### src/rtl/uart_tx_param_if.sv
`timescale 1ns/1ps
// ---------------------------------------------------------------------------
// uart_tx_param_if
// Purpose : request/status bundle between a word producer and uart_tx_param.
// Signals :
//   i_tx_start     producer -> tx   request to send i_data
//   i_data         producer -> tx   word to send (DATA_BITS wide)
//   i_parity_mode  producer -> tx   00 none, 01 even, 10 odd, 11 none
//   i_two_stop     producer -> tx   1 = two stop bits
//   o_ready        tx -> producer   a word can be accepted this cycle
//   o_tx_done      tx -> producer   transmitter fully idle
// Modports: master = producer side, slave = transmitter side.
// ---------------------------------------------------------------------------
interface uart_tx_param_if #(
   parameter int DATA_BITS = 8
);
   logic                 i_tx_start;
   logic [DATA_BITS-1:0] i_data;
   logic [1:0]           i_parity_mode;
   logic                 i_two_stop;
   logic                 o_ready;
   logic                 o_tx_done;

   modport master (
      output i_tx_start, i_data, i_parity_mode, i_two_stop,
      input  o_ready, o_tx_done
   );

   modport slave (
      input  i_tx_start, i_data, i_parity_mode, i_two_stop,
      output o_ready, o_tx_done
   );
endinterface

### src/rtl/uart_tx_param.sv
`timescale 1ns/1ps
// ---------------------------------------------------------------------------
// uart_tx_param
// Purpose : parametrised UART transmitter. Serialises one DATA_BITS word per
//           frame (start, data LSB first, optional parity, 1 or 2 stop bits),
//           paced by an external baud strobe carrying OVERSAMPLE ticks per bit.
// Parameters:
//   DATA_BITS   data bits per frame, 5..9
//   OVERSAMPLE  i_baud_tick pulses per serial bit, >= 2
//   FIFO_DEPTH  input queue entries, power of 2 >= 2 (queue build only)
// Ports:
//   clk          system clock, all logic on posedge
//   rst          asynchronous active-high reset
//   i_baud_tick  1-clk strobe, OVERSAMPLE per bit time
//   bus          uart_tx_param_if.slave: start/data/parity/stop requests,
//                ready and done status
//   o_tx         serial line, idle high
// Build option:
//   UART_TX_FIFO_EN  when defined, requests are queued in a FIFO_DEPTH-entry
//                    FIFO and o_ready means "not full"; otherwise o_ready is
//                    high only while the transmitter is idle.
// All outputs come straight from flops.
// ---------------------------------------------------------------------------
module uart_tx_param #(
   parameter int DATA_BITS  = 8,
   parameter int OVERSAMPLE = 16,
   parameter int FIFO_DEPTH = 4
) (
   input  logic           clk,
   input  logic           rst,
   input  logic           i_baud_tick,
   uart_tx_param_if.slave bus,
   output logic           o_tx
);

   localparam int TICK_W = $clog2(OVERSAMPLE);
   localparam int BIT_W  = $clog2(DATA_BITS);

   // Reject unsupported parameter sets at elaboration.
   if (DATA_BITS < 5 || DATA_BITS > 9 || OVERSAMPLE < 2 || FIFO_DEPTH < 2 ||
       (FIFO_DEPTH & (FIFO_DEPTH - 1)) != 0) begin : g_param_check
      $error("uart_tx_param: unsupported parameter set");
   end

   typedef enum logic [2:0] {
      ST_IDLE   = 3'd0,
      ST_START  = 3'd1,
      ST_DATA   = 3'd2,
      ST_PARITY = 3'd3,
      ST_STOP   = 3'd4
   } state_e;

   // Parity is generated only for modes 01 (even) and 10 (odd).
   function automatic logic parity_enabled(input logic [1:0] mode);
      return (mode == 2'b01) || (mode == 2'b10);
   endfunction

   // Even parity = XOR of the data bits; odd parity is its inverse.
   function automatic logic parity_bit(input logic [DATA_BITS-1:0] data,
                                       input logic [1:0]           mode);
      return (^data) ^ (mode == 2'b10);
   endfunction

   state_e               state_q, state_d;
   logic [TICK_W-1:0]    tick_cnt_q, tick_cnt_d;
   logic [BIT_W-1:0]     bit_cnt_q, bit_cnt_d;
   logic [DATA_BITS-1:0] shift_q, shift_d;
   logic                 par_en_q, par_en_d;
   logic                 par_bit_q, par_bit_d;
   logic                 two_stop_q, two_stop_d;
   logic                 stop_cnt_q, stop_cnt_d;
   logic                 tx_q, tx_d;
   logic                 ready_q, ready_d;
   logic                 done_q, done_d;

   logic                 tick_end_s;
   logic                 load_s;
   logic [DATA_BITS-1:0] load_data_s;
   logic [1:0]           load_mode_s;
   logic                 load_two_stop_s;

`ifdef UART_TX_FIFO_EN
   localparam int PTR_W   = $clog2(FIFO_DEPTH);
   localparam int CNT_W   = $clog2(FIFO_DEPTH + 1);
   localparam int ENTRY_W = DATA_BITS + 3;

   logic [ENTRY_W-1:0] mem_q [FIFO_DEPTH];
   logic [PTR_W-1:0]   wr_ptr_q, wr_ptr_d;
   logic [PTR_W-1:0]   rd_ptr_q, rd_ptr_d;
   logic [CNT_W-1:0]   count_q, count_d;
   logic               push_s;
   logic               pop_s;
   logic [ENTRY_W-1:0] head_s;

   // Queue bookkeeping: push/pop decisions, pointer wrap and occupancy.
   always_comb begin
      // ready_q is registered "not full", so it also gates the push.
      push_s = bus.i_tx_start && ready_q;
      pop_s  = (state_q == ST_IDLE) && (count_q != {CNT_W{1'b0}});
      head_s = mem_q[rd_ptr_q];
      if (push_s) begin
         wr_ptr_d = wr_ptr_q + PTR_W'(1);
      end else begin
         wr_ptr_d = wr_ptr_q;
      end
      if (pop_s) begin
         rd_ptr_d = rd_ptr_q + PTR_W'(1);
      end else begin
         rd_ptr_d = rd_ptr_q;
      end
      count_d = count_q + CNT_W'(push_s) - CNT_W'(pop_s);
   end

   assign load_s          = pop_s;
   assign load_data_s     = head_s[ENTRY_W-1:3];
   assign load_mode_s     = head_s[2:1];
   assign load_two_stop_s = head_s[0];

   // Queue storage and pointer registers.
   always_ff @(posedge clk or posedge rst) begin
      if (rst) begin
         wr_ptr_q <= {PTR_W{1'b0}};
         rd_ptr_q <= {PTR_W{1'b0}};
         count_q  <= {CNT_W{1'b0}};
         for (int i = 0; i < FIFO_DEPTH; i++) begin
            mem_q[i] <= {ENTRY_W{1'b0}};
         end
      end else begin
         wr_ptr_q <= wr_ptr_d;
         rd_ptr_q <= rd_ptr_d;
         count_q  <= count_d;
         if (push_s) begin
            mem_q[wr_ptr_q] <= {bus.i_data, bus.i_parity_mode, bus.i_two_stop};
         end
      end
   end
`else
   // Without a queue the request is taken straight into the shift register.
   assign load_s          = bus.i_tx_start && ready_q;
   assign load_data_s     = bus.i_data;
   assign load_mode_s     = bus.i_parity_mode;
   assign load_two_stop_s = bus.i_two_stop;
`endif

   assign tick_end_s = i_baud_tick && (tick_cnt_q == TICK_W'(OVERSAMPLE - 1));

   // Frame sequencer: next state, bit timing and next line/status values.
   always_comb begin
      state_d    = state_q;
      tick_cnt_d = tick_cnt_q;
      bit_cnt_d  = bit_cnt_q;
      shift_d    = shift_q;
      par_en_d   = par_en_q;
      par_bit_d  = par_bit_q;
      two_stop_d = two_stop_q;
      stop_cnt_d = stop_cnt_q;
      tx_d       = tx_q;

      // Tick counter only runs while a frame is on the line.
      if ((state_q != ST_IDLE) && i_baud_tick) begin
         if (tick_end_s) begin
            tick_cnt_d = {TICK_W{1'b0}};
         end else begin
            tick_cnt_d = tick_cnt_q + TICK_W'(1);
         end
      end else begin
         tick_cnt_d = tick_cnt_q;
      end

      case (state_q)
         ST_IDLE: begin
            tx_d = 1'b1;
            if (load_s) begin
               // Frame settings are captured here so later input changes
               // cannot disturb the frame in flight.
               state_d    = ST_START;
               tx_d       = 1'b0;
               tick_cnt_d = {TICK_W{1'b0}};
               bit_cnt_d  = {BIT_W{1'b0}};
               stop_cnt_d = 1'b0;
               shift_d    = load_data_s;
               par_en_d   = parity_enabled(load_mode_s);
               par_bit_d  = parity_bit(load_data_s, load_mode_s);
               two_stop_d = load_two_stop_s;
            end else begin
               state_d = ST_IDLE;
            end
         end
         ST_START: begin
            if (tick_end_s) begin
               state_d = ST_DATA;
               tx_d    = shift_q[0];
            end else begin
               tx_d = 1'b0;
            end
         end
         ST_DATA: begin
            if (tick_end_s) begin
               if (bit_cnt_q == BIT_W'(DATA_BITS - 1)) begin
                  if (par_en_q) begin
                     state_d = ST_PARITY;
                     tx_d    = par_bit_q;
                  end else begin
                     state_d = ST_STOP;
                     tx_d    = 1'b1;
                  end
               end else begin
                  // shift_q[0] is on the line; expose the next bit.
                  bit_cnt_d = bit_cnt_q + BIT_W'(1);
                  shift_d   = {1'b0, shift_q[DATA_BITS-1:1]};
                  tx_d      = shift_q[1];
               end
            end else begin
               tx_d = tx_q;
            end
         end
         ST_PARITY: begin
            if (tick_end_s) begin
               state_d = ST_STOP;
               tx_d    = 1'b1;
            end else begin
               tx_d = tx_q;
            end
         end
         ST_STOP: begin
            tx_d = 1'b1;
            if (tick_end_s) begin
               if (two_stop_q && !stop_cnt_q) begin
                  stop_cnt_d = 1'b1;
               end else begin
                  state_d = ST_IDLE;
               end
            end else begin
               stop_cnt_d = stop_cnt_q;
            end
         end
         default: begin
            state_d = ST_IDLE;
            tx_d    = 1'b1;
         end
      endcase
   end

   // Status flags are derived from the next state so they flip on the same
   // edge as the state itself.
   always_comb begin
`ifdef UART_TX_FIFO_EN
      ready_d = (count_d != CNT_W'(FIFO_DEPTH));
      done_d  = (state_d == ST_IDLE) && (count_d == {CNT_W{1'b0}});
`else
      ready_d = (state_d == ST_IDLE);
      done_d  = (state_d == ST_IDLE);
`endif
   end

   // Sequencer and output registers.
   always_ff @(posedge clk or posedge rst) begin
      if (rst) begin
         state_q    <= ST_IDLE;
         tick_cnt_q <= {TICK_W{1'b0}};
         bit_cnt_q  <= {BIT_W{1'b0}};
         shift_q    <= {DATA_BITS{1'b0}};
         par_en_q   <= 1'b0;
         par_bit_q  <= 1'b0;
         two_stop_q <= 1'b0;
         stop_cnt_q <= 1'b0;
         tx_q       <= 1'b1;
         ready_q    <= 1'b1;
         done_q     <= 1'b1;
      end else begin
         state_q    <= state_d;
         tick_cnt_q <= tick_cnt_d;
         bit_cnt_q  <= bit_cnt_d;
         shift_q    <= shift_d;
         par_en_q   <= par_en_d;
         par_bit_q  <= par_bit_d;
         two_stop_q <= two_stop_d;
         stop_cnt_q <= stop_cnt_d;
         tx_q       <= tx_d;
         ready_q    <= ready_d;
         done_q     <= done_d;
      end
   end

   assign o_tx          = tx_q;
   assign bus.o_ready   = ready_q;
   assign bus.o_tx_done = done_q;

endmodule

### src/flat_wrapper.sv
// flat-port wrapper written by rule: the top's interface ports become plain ports
module uart_tx_param_flat 
#(
   parameter int DATA_BITS  = 8,
   parameter int OVERSAMPLE = 16,
   parameter int FIFO_DEPTH = 4
)
  (clk, rst, i_baud_tick, o_tx, bus_i_tx_start, bus_i_data, bus_i_parity_mode, bus_i_two_stop, bus_o_ready, bus_o_tx_done);
  uart_tx_param_if #(.DATA_BITS(DATA_BITS)) bus_i ();
  input  logic clk;
  input  logic rst;
  input  logic i_baud_tick;
  output logic o_tx;
  input wire logic [$bits(bus_i.i_tx_start)-1:0] bus_i_tx_start;
  input wire logic [$bits(bus_i.i_data)-1:0] bus_i_data;
  input wire logic [$bits(bus_i.i_parity_mode)-1:0] bus_i_parity_mode;
  input wire logic [$bits(bus_i.i_two_stop)-1:0] bus_i_two_stop;
  output wire logic [$bits(bus_i.o_ready)-1:0] bus_o_ready;
  output wire logic [$bits(bus_i.o_tx_done)-1:0] bus_o_tx_done;
  assign bus_i.i_tx_start = bus_i_tx_start;
  assign bus_i.i_data = bus_i_data;
  assign bus_i.i_parity_mode = bus_i_parity_mode;
  assign bus_i.i_two_stop = bus_i_two_stop;
  assign bus_o_ready = bus_i.o_ready;
  assign bus_o_tx_done = bus_i.o_tx_done;
  uart_tx_param #(.DATA_BITS(DATA_BITS), .OVERSAMPLE(OVERSAMPLE), .FIFO_DEPTH(FIFO_DEPTH)) u_core (.clk(clk), .rst(rst), .i_baud_tick(i_baud_tick), .bus(bus_i), .o_tx(o_tx));
endmodule
### config.mk
export PLATFORM = sky130hd
export DESIGN_NAME = uart_tx_param_flat
export DESIGN_NICKNAME = d
export VERILOG_FILES = /design/src/rtl/uart_tx_param_if.sv /design/src/rtl/uart_tx_param.sv /design/src/flat_wrapper.sv
export SDC_FILE = /design/constraint.sdc
export NUM_CORES = 1
export LEC_CHECK = 0
export ABC_CLOCK_PERIOD_IN_PS = 2500
export CORE_MARGIN = 2
export CORE_UTILIZATION = 50
export CTS_CLUSTER_SIZE = 14
export DETAILED_ROUTE_END_ITERATION = 7
export PLACE_DENSITY = 0.79
export SYNTH_ARGS = -nofsm -noshare
export SYNTH_HDL_FRONTEND = slang
export SYNTH_SLANG_ARGS = --single-unit
### constraint.sdc
create_clock -name clk -period 2.5 [get_ports clk]
set_clock_uncertainty 0.1 [all_clocks]
set_input_delay 0.625 -clock clk [delete_from_list [all_inputs] [get_ports clk]]
set_output_delay 0.625 -clock clk [all_outputs]
set_load 0.005 [all_outputs]
== Yosys cells after proc, flatten, opt, wreduce, memory -nomap -nowiden ==
Index checks and enable logic that the tools add are counted.
Storage, ports and cells
  word-level logic and storage cells: 75
  input bits: 15
  output and inout port bits: 3
  register bits: 24
Cells by class
  bitwise operators: 1
  reductions and logical operators: 16
  multiplexer cells: 32
  $add $sub $neg: 2
  equality and inequality tests: 14
Operator list (count)
  $mux 3: 10
  $mux 8: 3
  $mux 4: 4
  $pmux 8 s2: 1
  $pmux 3 s5: 1
  $mux 1: 10
  $ne 2x1->1 const B: 5
  $reduce_and 4->1: 2
  $reduce_xor 8->1: 1
  $eq 3x2->1 const B: 2
  $eq 3x3->1 const B: 2
  $logic_not 3->1: 2
  $pmux 3 s2: 1
  $add 4x1->4 const B: 1
  $eq 4x4->1 const B: 1
  $logic_and 1x1->1: 4
  $pmux 1 s4: 1
  $reduce_and 2->1: 2
  $reduce_bool 2->1: 2
  $add 3x1->3 const B: 1
  $eq 3x1->1 const B: 1
  $reduce_bool 3->1: 1
  $eq 2x1->1 const B: 1
  $eq 2x2->1 const B: 1
  other kinds (5): 5

== Depth between registers and ports, before layout ==
Gate-level depths: netlist (run 1).
  depth in word-level cells: 6
  mapped depth: 6
  gate-level depth less buffers: 6

== Least setup slack after synthesis (run 1) ==
Ideal clock, no wire load.
  path kind: register to register
  from: register u_core.bit_cnt_q[0]
  to: register u_core.bit_cnt_q[0]
  clock period less this slack: 1.834 ns
  arrival: 1.608 ns
  setup slack: 0.666 ns
  stages on the path, launching flop included: 7
  buffers on the path: 1
  setup time: 0.125 ns
  data required time: 2.275 ns
  cells stage by stage: dfrtp_1 ha_1 ha_1 and2b_1 a2bb2oi_2 buf_6 mux2_4
On the way
  cells in the longest elaborated chain, start to end: 4
  elaborated cells between the ends (all ways): 7
  those cells by class: add/sub (1); eq/ne (2); mux (3); reduce/logical (1)
Ends and longest elaborated chain
  from (decl): RTL line uart_tx_param.sv:66  | logic [BIT_W-1:0] bit_cnt_q, bit_cnt_d;
  from (signal assigned): RTL line uart_tx_param.sv:261  | bit_cnt_q <= {BIT_W{1'b0}};
  from (signal assigned): RTL line uart_tx_param.sv:273  | bit_cnt_q <= bit_cnt_d;
  $add 3x1->3: RTL line uart_tx_param.sv:209  | bit_cnt_d = bit_cnt_q + BIT_W'(1);
  $mux 3: RTL line uart_tx_param.sv:199  | if (bit_cnt_q == BIT_W'(DATA_BITS - 1)) begin
  $mux 3: RTL line uart_tx_param.sv:198  | if (tick_end_s) begin
  $pmux 3 s2: RTL line uart_tx_param.sv:170  | case (state_q)
Parallel ways exist; a longest one is shown, timed or not. The select of a mux whose other input is x is not followed.
A chain may end at the register's enable or synchronous reset.

==> results by group, run 1 <==
Status
  • Status: complete, no violations

STA
  • Final setup fails: 0
  • Max-slew headroom: 68.55%
  • Slew Viols, Final: 0
  • Final min period: 2.134 ns
  • Endpoints failing hold: 0
  • Tcrit/Tclk final: 85.37%
  • Final worst slack: 0.3659 ns
  • Achievable frequency: 468.6 MHz
  • Worst slew pin tran: 0.4718 ns
  • RSZ-0062 raised after global routing: no
  • Setup_tns: 0 ns

Flow run
  • Max-cap viol count: 0

Power
  • Worst IR Drop VDD: 0.6500 mV
  • Clk pwr share: 19.1%
  • Comb pwr share: 33.1%
  • Internal power: 1041 µW
  • Sequential Power Share: 47.8%
  • Net Sw Frac: 31.66%
  • Leakage: 0.0007059 µW
  • Switching Power: 482.1 µW
  • PwrDens: 917.9 nW/µm²
  • Total Power: 1523 µW

Die
  • Placement Rows: 19
  • Overall die width: 56.94 µm
  • Die Y: 56.94 µm
  • IO Count: 18
  • Core area: 2710 µm²
  • Full die area: 3242 µm²
  • Initial core utilization: 51.71%

Synth
  • Cells after Synth: 125
  • Register area share after synthesis: 43.04%
  • Syn avg cell area: 11.21 µm²
  • Post-Syn Nets: 144
  • Warnings, synthesis: 0
  • Post-synth top flop: dfrtp_1
  • Netlist Area Pre-Place: 1401 µm²
  • Post-synthesis register bit count: 24
  • Asr flop ratio synth: 100.0%
  • Yosys cell types: 39
  • EDFF count, synth: 0

Worst hold path
  • Min-Delay Startpoint: u_core.two_stop_q$_DFFE_PP0P_
  • Hold crit path type: reg -> reg
  • Hold endpoint: u_core.two_stop_q$_DFFE_PP0P_
  • Hold path cells: 1

Clock tree
  • Post-cts sizing count: 0
  • Postcts setup bufs: 0
  • Clk sink count: 24
  • Worst-case clock buffer depth: 2
  • Root buffer cell: clkbuf_4
  • CTS Hold Bufs: 0
  • H-tree depth: 1
  • Clk_lat worst skew: 0.33 ns
  • Clock slew at reported path FFs: 0.14 ns
  • CTS Buf Count: 3
  • CTS tree: built

Placement
  • Place WS: 0.1013 ns
  • Dpl hpwl: 2006 µm
  • Port Buffers: 17
  • Placer Congestion: 0.7564

Route
  • DRC: 0
  • Detailed Route Iter0 Violations: 28
  • DR WL/cell: 15.45 µm
  • Detail Route Antenna Nets: 0
  • Vias per cell: 5.460
  • First drt pass iteration count: 4
  • DR vias: 950
  • Total Wirelength: 2688 µm

Setup path
  • CP Max Fanout: 4
  • Worst EP required: 1.77 ns
  • Critical path depth: 1
  • Critical Path, Cell by Cell: clkdlybuf4s50_1
  • Slowest CP cell: dfstp_2
  • Reg2reg end: u_core.shift_q[6]$_DFFE_PP0P_
  • Worst Path Arrival: 1.41 ns
  • Crit-path max cell delay: 0.58 ns
  • CP bufs+invs: 1
  • Startpoint Class: flip-flop
  • Worst R2R Setup Slack: 0.55 ns
  • CP endpoint kind: output port
  • WS Path Type: reg -> out
  • Critical path's top delay family: flip-flops
  • Critical R2R Launch: u_core.bit_cnt_q[0]$_DFFE_PP0P_
  • Cells on worst reg2reg path: 6

Global route
  • Antenna violations before repair: 0
  • Largest net degree at the start of global routing: 25
  • First-pass GRT wire length: 4554 µm
  • Remaining Overflow, GRT: 0
  • Total track usage: 18.19%
  • Vias in the first global route: 992

Finish
  • Share of cells above drive strength 1: 20.98%
  • # diodes: 0
  • Number of nets in the layout: 163
  • Multi-input logic area: 725.7 µm²
  • Seq. cell area: 603.1 µm²
  • Fillers: 238
  • P&R area growth vs syn: 18.39%
[sequential cells by signal, summed over array words and instances (netlist names)]
register and cells:
u_core.two_stop_q 1, u_core.bus.o_ready 1, u_core.bit_cnt_q 3, u_core.par_bit_q 1
u_core.o_tx 1, u_core.state_q 3, u_core.par_en_q 1, u_core.tick_cnt_q 4
u_core.shift_q 8, u_core.stop_cnt_q 1
[routing by layer]
layer,GRT usage (%),share of wire [%],vias up
met4,7.641,1.7,0
met5,0,0,-
met3,2.268,2.9,5
li1,-,-,471
met1,24.41,46,456
met2,29.89,50,18
[logic make-up after synthesis]
family	share of synthesized area, %
buffers and inverters	5.179
multiplexers	18.75
AO/OA/AOI/OAI	10.09
AND/OR/NAND/NOR	13.39
XOR/XNOR	5.982
flip-flops	43.04
adder cells (fa/ha/maj)	3.572
[cells in the mapped netlist (all sizes together), types with 2 or more instances]
| master | instances | area (µm²) |
|---|---|---|
| a21oi | 8 | 40.04 |
| buf | 7 | 50.05 |
| dfrtp | 22 | 550.5 |
| dfstp | 2 | 52.55 |
| ha | 4 | 50.05 |
| inv | 5 | 18.77 |
| mux2 | 18 | 232.7 |
| mux2i | 3 | 30.03 |
| nand2 | 8 | 30.03 |
| nor2 | 8 | 30.03 |
| nor2b | 4 | 25.02 |
| nor3b | 2 | 26.28 |
| o21ai | 8 | 40.04 |
| or3 | 2 | 12.51 |
| xnor2 | 5 | 43.79 |
| xor2 | 2 | 17.52 |
[through the flow]
step	instance area, µm²	cells	utilization [%]	hold WS (ns)
4_1_cts	1659	174	61.22	0.4080
5_1_grt	1659	174	61.22	0.4363
3_5_place_dp	1607	170	59.28	0.3736
2_1_floorplan	1401	125	-	0.3495
3_3_place_gp	1607	170	59.28	0.3621
6_report	1659	174	61.22	0.4022
[layout by cell type, fill, tap and decap left out, types with 5 or more instances in the layout]
| cell | instances |
|---|---|
| a21oi_1 | 8 |
| clkdlybuf4s50_1 | 17 |
| dfrtp_1 | 22 |
| inv_1 | 5 |
| mux2_2 | 8 |
| mux2_4 | 8 |
| nand2_1 | 8 |
| nor2_1 | 8 |
| xnor2_1 | 5 |
[power groups by stage]
stage / Combinational (µW) / Sequential (µW) / Clock (µW)
after detailed placement: 510 / 731 / 0
after global routing: 563 / 752 / 307
final: 504 / 729 / 290
after floorplan: 413 / 665 / 0
after global placement: 485 / 720 / 0
after CTS: 512 / 728 / 294
[worst max-delay path by stage]
stage                                                from                         endpoint  slack [ns]
after floorplan           u_core.bit_cnt_q[0]$_DFFE_PP0P_  u_core.bit_cnt_q[0]$_DFFE_PP0P_        0.67
after global placement                     bus_i_tx_start    u_core.shift_q[6]$_DFFE_PP0P_        0.19
after detailed placement                   bus_i_tx_start    u_core.shift_q[6]$_DFFE_PP0P_        0.10
after CTS                    u_core.bus.o_ready$_DFF_PP1_                    bus_o_tx_done        0.37
after global routing         u_core.bus.o_ready$_DFF_PP1_                    bus_o_tx_done        0.32
final                        u_core.bus.o_ready$_DFF_PP1_                    bus_o_tx_done        0.37
[cell type report]
type	count	area share [%]
repair buffers	22	13.27
clock buffers	3	1.357
flip-flops and latches	24	36.35
clock inverters	1	1.810
inverters	5	1.131
multi-input cells	88	43.74
well taps	31	2.338
(Power assumes the default switching activity.)
==> inputs of run 2 (changes only) <==
--- a/config.mk
+++ b/config.mk
@@ -6,10 +6,12 @@
 export NUM_CORES = 1
 export LEC_CHECK = 0
 export ABC_CLOCK_PERIOD_IN_PS = 2500
+export CAP_MARGIN = 20
 export CORE_MARGIN = 2
 export CORE_UTILIZATION = 50
 export CTS_CLUSTER_SIZE = 14
 export DETAILED_ROUTE_END_ITERATION = 7
+export GPL_TIMING_DRIVEN = 0
 export PLACE_DENSITY = 0.79
 export SYNTH_ARGS = -nofsm -noshare
 export SYNTH_HDL_FRONTEND = slang
==> results by group, run 2 (synthesis results as in run 1) <==
Worst hold path
  • Min-Delay Startpoint: u_core.two_stop_q$_DFFE_PP0P_ (unchanged)
  • Hold endpoint: u_core.two_stop_q$_DFFE_PP0P_ (unchanged)
  • Hold path cells: 1 (unchanged)
  • Hold crit path type: reg -> reg (unchanged)

Die
  • Placement Rows: 19 (unchanged)
  • Overall die width: 56.94 µm (unchanged)
  • IO Count: 18 (unchanged)
  • Initial core utilization: 51.71% (unchanged)
  • Full die area: 3242 µm² (unchanged)
  • Core area: 2710 µm² (unchanged)
  • Die Y: 56.94 µm (unchanged)

Finish
  • Most frequent cells in the layout: dfrtp_1, clkdlybuf4s50_1 (unchanged)
  • P&R area growth vs syn: 18.66% (was 18.39%)
  • Util after Layout: 61.36% (was 61.22%)
  • Largest Register: u_core.shift_q (unchanged)
  • Share of cells above drive strength 1: 21.92% (was 20.98%)
  • Seq. cell area: 603.1 µm² (unchanged)
  • Top flop regs: u_core.shift_q x8, u_core.tick_cnt_q x4 (unchanged)
  • Number of nets in the layout: 166 (was 163)
  • Multi-input logic area: 725.7 µm² (unchanged)
  • Post-Layout Cell Count: 177 (was 174)
  • Commonest non-fill, non-tap cell in the layout: dfrtp_1 (unchanged)
  • Fillers: 227 (was 238)
  • # diodes: 0 (unchanged)
  • Max reg flops: 8 (unchanged)

STA
  • Final min period: 2.199 ns (was 2.134 ns)
  • Slew Viols, Final: 0 (unchanged)
  • RSZ-0062 raised after global routing: no (unchanged)
  • Achievable frequency: 454.8 MHz (was 468.6 MHz)
  • Worst slew pin tran: 0.8917 ns (was 0.4718 ns)
  • Setup_tns: 0 ns (unchanged)
  • Tcrit/Tclk final: 87.95% (was 85.37%)
  • Max-slew headroom: 40.49% (was 68.55%)
  • Final setup fails: 0 (unchanged)
  • Endpoints failing hold: 0 (unchanged)

Global route
  • Total track usage: 16.86% (was 18.19%)
  • Vias in the first global route: 991 (was 992)
  • Antenna violations before repair: 0 (unchanged)
  • Remaining Overflow, GRT: 0 (unchanged)
  • First-pass GRT wire length: 4326 µm (was 4554 µm)
  • Largest net degree at the start of global routing: 25 (unchanged)

Setup path
  • CP Max Fanout: 4 (unchanged)
  • Reg2reg end: u_core.shift_q[4]$_DFFE_PP0P_ (was u_core.shift_q[6]$_DFFE_PP0P_)
  • Critical Path, Cell by Cell: buf_4 -> clkdlybuf4s50_1 (was clkdlybuf4s50_1)
  • WS Path Type: reg -> out (unchanged)
  • CP endpoint kind: output port (unchanged)
  • Cells on worst reg2reg path: 6 (unchanged)
  • Critical R2R Launch: u_core.bit_cnt_q[0]$_DFFE_PP0P_ (unchanged)
  • CP bufs+invs: 2 (was 1)
  • Worst R2R Setup Slack: 0.47 ns (was 0.55 ns)
  • Worst Path Arrival: 1.47 ns (was 1.41 ns)
  • Critical path's top delay family: buffers and inverters (was flip-flops)
  • Slowest CP cell: dfstp_2 (unchanged)
  • Crit-path max cell delay: 0.57 ns (was 0.58 ns)
  • Startpoint Class: flip-flop (unchanged)
  • Worst EP required: 1.77 ns (about the same)

Placement
  • Placer Congestion: 0.7554 (was 0.7564)
  • Cells after DPL: 173 (was 170)
  • Port Buffers: 17 (unchanged)
  • Dpl hpwl: 1959 µm (was 2006 µm)

Clock tree
  • CTS Buf Count: 3 (unchanged)
  • Postcts setup bufs: 0 (unchanged)
  • Clock slew at reported path FFs: 0.14 ns (about the same)
  • Post-cts sizing count: 0 (unchanged)
  • Clk_lat worst skew: 0.32 ns (was 0.33 ns)
  • H-tree depth: 1 (unchanged)
  • CTS Hold Bufs: 0 (unchanged)
  • Root buffer cell: clkbuf_4 (unchanged)
  • Clk sink count: 24 (unchanged)
  • CTS tree: built (unchanged)
  • Worst-case clock buffer depth: 2 (unchanged)

Power
  • Worst IR Drop VDD: 0.6364 mV (was 0.6500 mV)
  • Leakage: 0.0007159 µW (was 0.0007059 µW)
  • Total Power: 1521 µW (was 1523 µW)
  • PwrDens: 914.9 nW/µm² (was 917.9 nW/µm²)

Route
  • DRC: 0 (unchanged)
  • Total Wirelength: 2511 µm (was 2688 µm)
  • DR vias: 975 (was 950)
  • First drt pass iteration count: 4 (unchanged)
  • Detailed Route Iter0 Violations: 14 (was 28)
  • DR WL/cell: 14.19 µm (was 15.45 µm)
  • Vias per cell: 5.508 (was 5.460)
  • Detail Route Antenna Nets: 0 (unchanged)

Status
  • Status: complete, no violations (unchanged)

Flow run
  • Max-cap viol count: 0 (unchanged)
## run 2: cell count changes in the layout (fill, tap and decap cells not counted), sizes merged
cell and delta:
buf +2, clkbuf +1
## run 2: worst max-delay path by stage
stage	start	end	depth (start not counted)
2_1_floorplan	u_core.bit_cnt_q[0]$_DFFE_PP0P_	u_core.bit_cnt_q[0]$_DFFE_PP0P_	6
3_3_place_gp	bus_i_tx_start	u_core.shift_q[4]$_DFFE_PP0P_	6
3_5_place_dp	bus_i_tx_start	u_core.shift_q[0]$_DFFE_PP0P_	6
4_1_cts	u_core.bus.o_ready$_DFF_PP1_	bus_o_tx_done	2
5_1_grt	u_core.bus.o_ready$_DFF_PP1_	bus_o_tx_done	2
6_report	u_core.bus.o_ready$_DFF_PP1_	bus_o_tx_done	2
## run 2: cell type report
type | count | area share [%]
Inverter | 5 | 1.129
Clock inverter | 1 | 1.806
Timing Repair Buffer | 17 | 10.23
Sequential cell | 24 | 36.27
Clock buffer | 3 | 1.354
Multi-Input combinational cell | 88 | 43.64
Buffer | 8 | 3.236
Tap cell | 31 | 2.333
## run 2: metrics by stage
stage	instance area, µm²	setup WS (ns)	hold slack, ns
global placement	1610	0.1341	0.3718
global route	1663	0.2385	0.4301
floorplan	1401	0.6665	0.3495
CTS	1663	0.2869	0.4074
detailed placement	1610	0.05723	0.3759
finish	1663	0.3013	0.4029
## run 2: where the power goes
group | internal, µW | switching (µW) | total, µW
combinational | 323 | 224 | 547
clock | 162 | 120 | 283
sequential | 565 | 127 | 692
total | 1050 | 472 | 1520
## run 2: metal layers
metal | share of wire, % | GRT usage (%) | up-vias
li1 | - | - | 477
met1 | 44 | 20.62 | 475
met2 | 51 | 30.21 | 21
met3 | 3.9 | 2.494 | 2
met4 | 0.52 | 5.980 | 0
met5 | 0 | 0 | -
==> inputs of run 3 (changes only) <==
--- a/config.mk
+++ b/config.mk
@@ -5,7 +5,7 @@
 export SDC_FILE = /design/constraint.sdc
 export NUM_CORES = 1
 export LEC_CHECK = 0
-export ABC_CLOCK_PERIOD_IN_PS = 2500
+export ABC_CLOCK_PERIOD_IN_PS = 2700
 export CAP_MARGIN = 20
 export CORE_MARGIN = 2
 export CORE_UTILIZATION = 50
==> constraint.sdc (replaced) <==
create_clock -name clk -period 2.7 [get_ports clk]
set_clock_uncertainty 0.1 [all_clocks]
set_input_delay 0.675 -clock clk [delete_from_list [all_inputs] [get_ports clk]]
set_output_delay 0.675 -clock clk [all_outputs]
set_load 0.005 [all_outputs]
==> results of run 3 <==
Same layout as run 2 (identical final DEF). Status: complete, no violations.
Main changes from that run: setup slack after placement 0.05723 ns -> 0.2072 ns; setup slack after layout 0.3013 ns -> 0.4513 ns; register-to-register setup slack 0.47 ns -> 0.67 ns; total power 1521 µW -> 1409 µW; worst IR drop on VDD 0.6364 mV -> 0.5893 mV
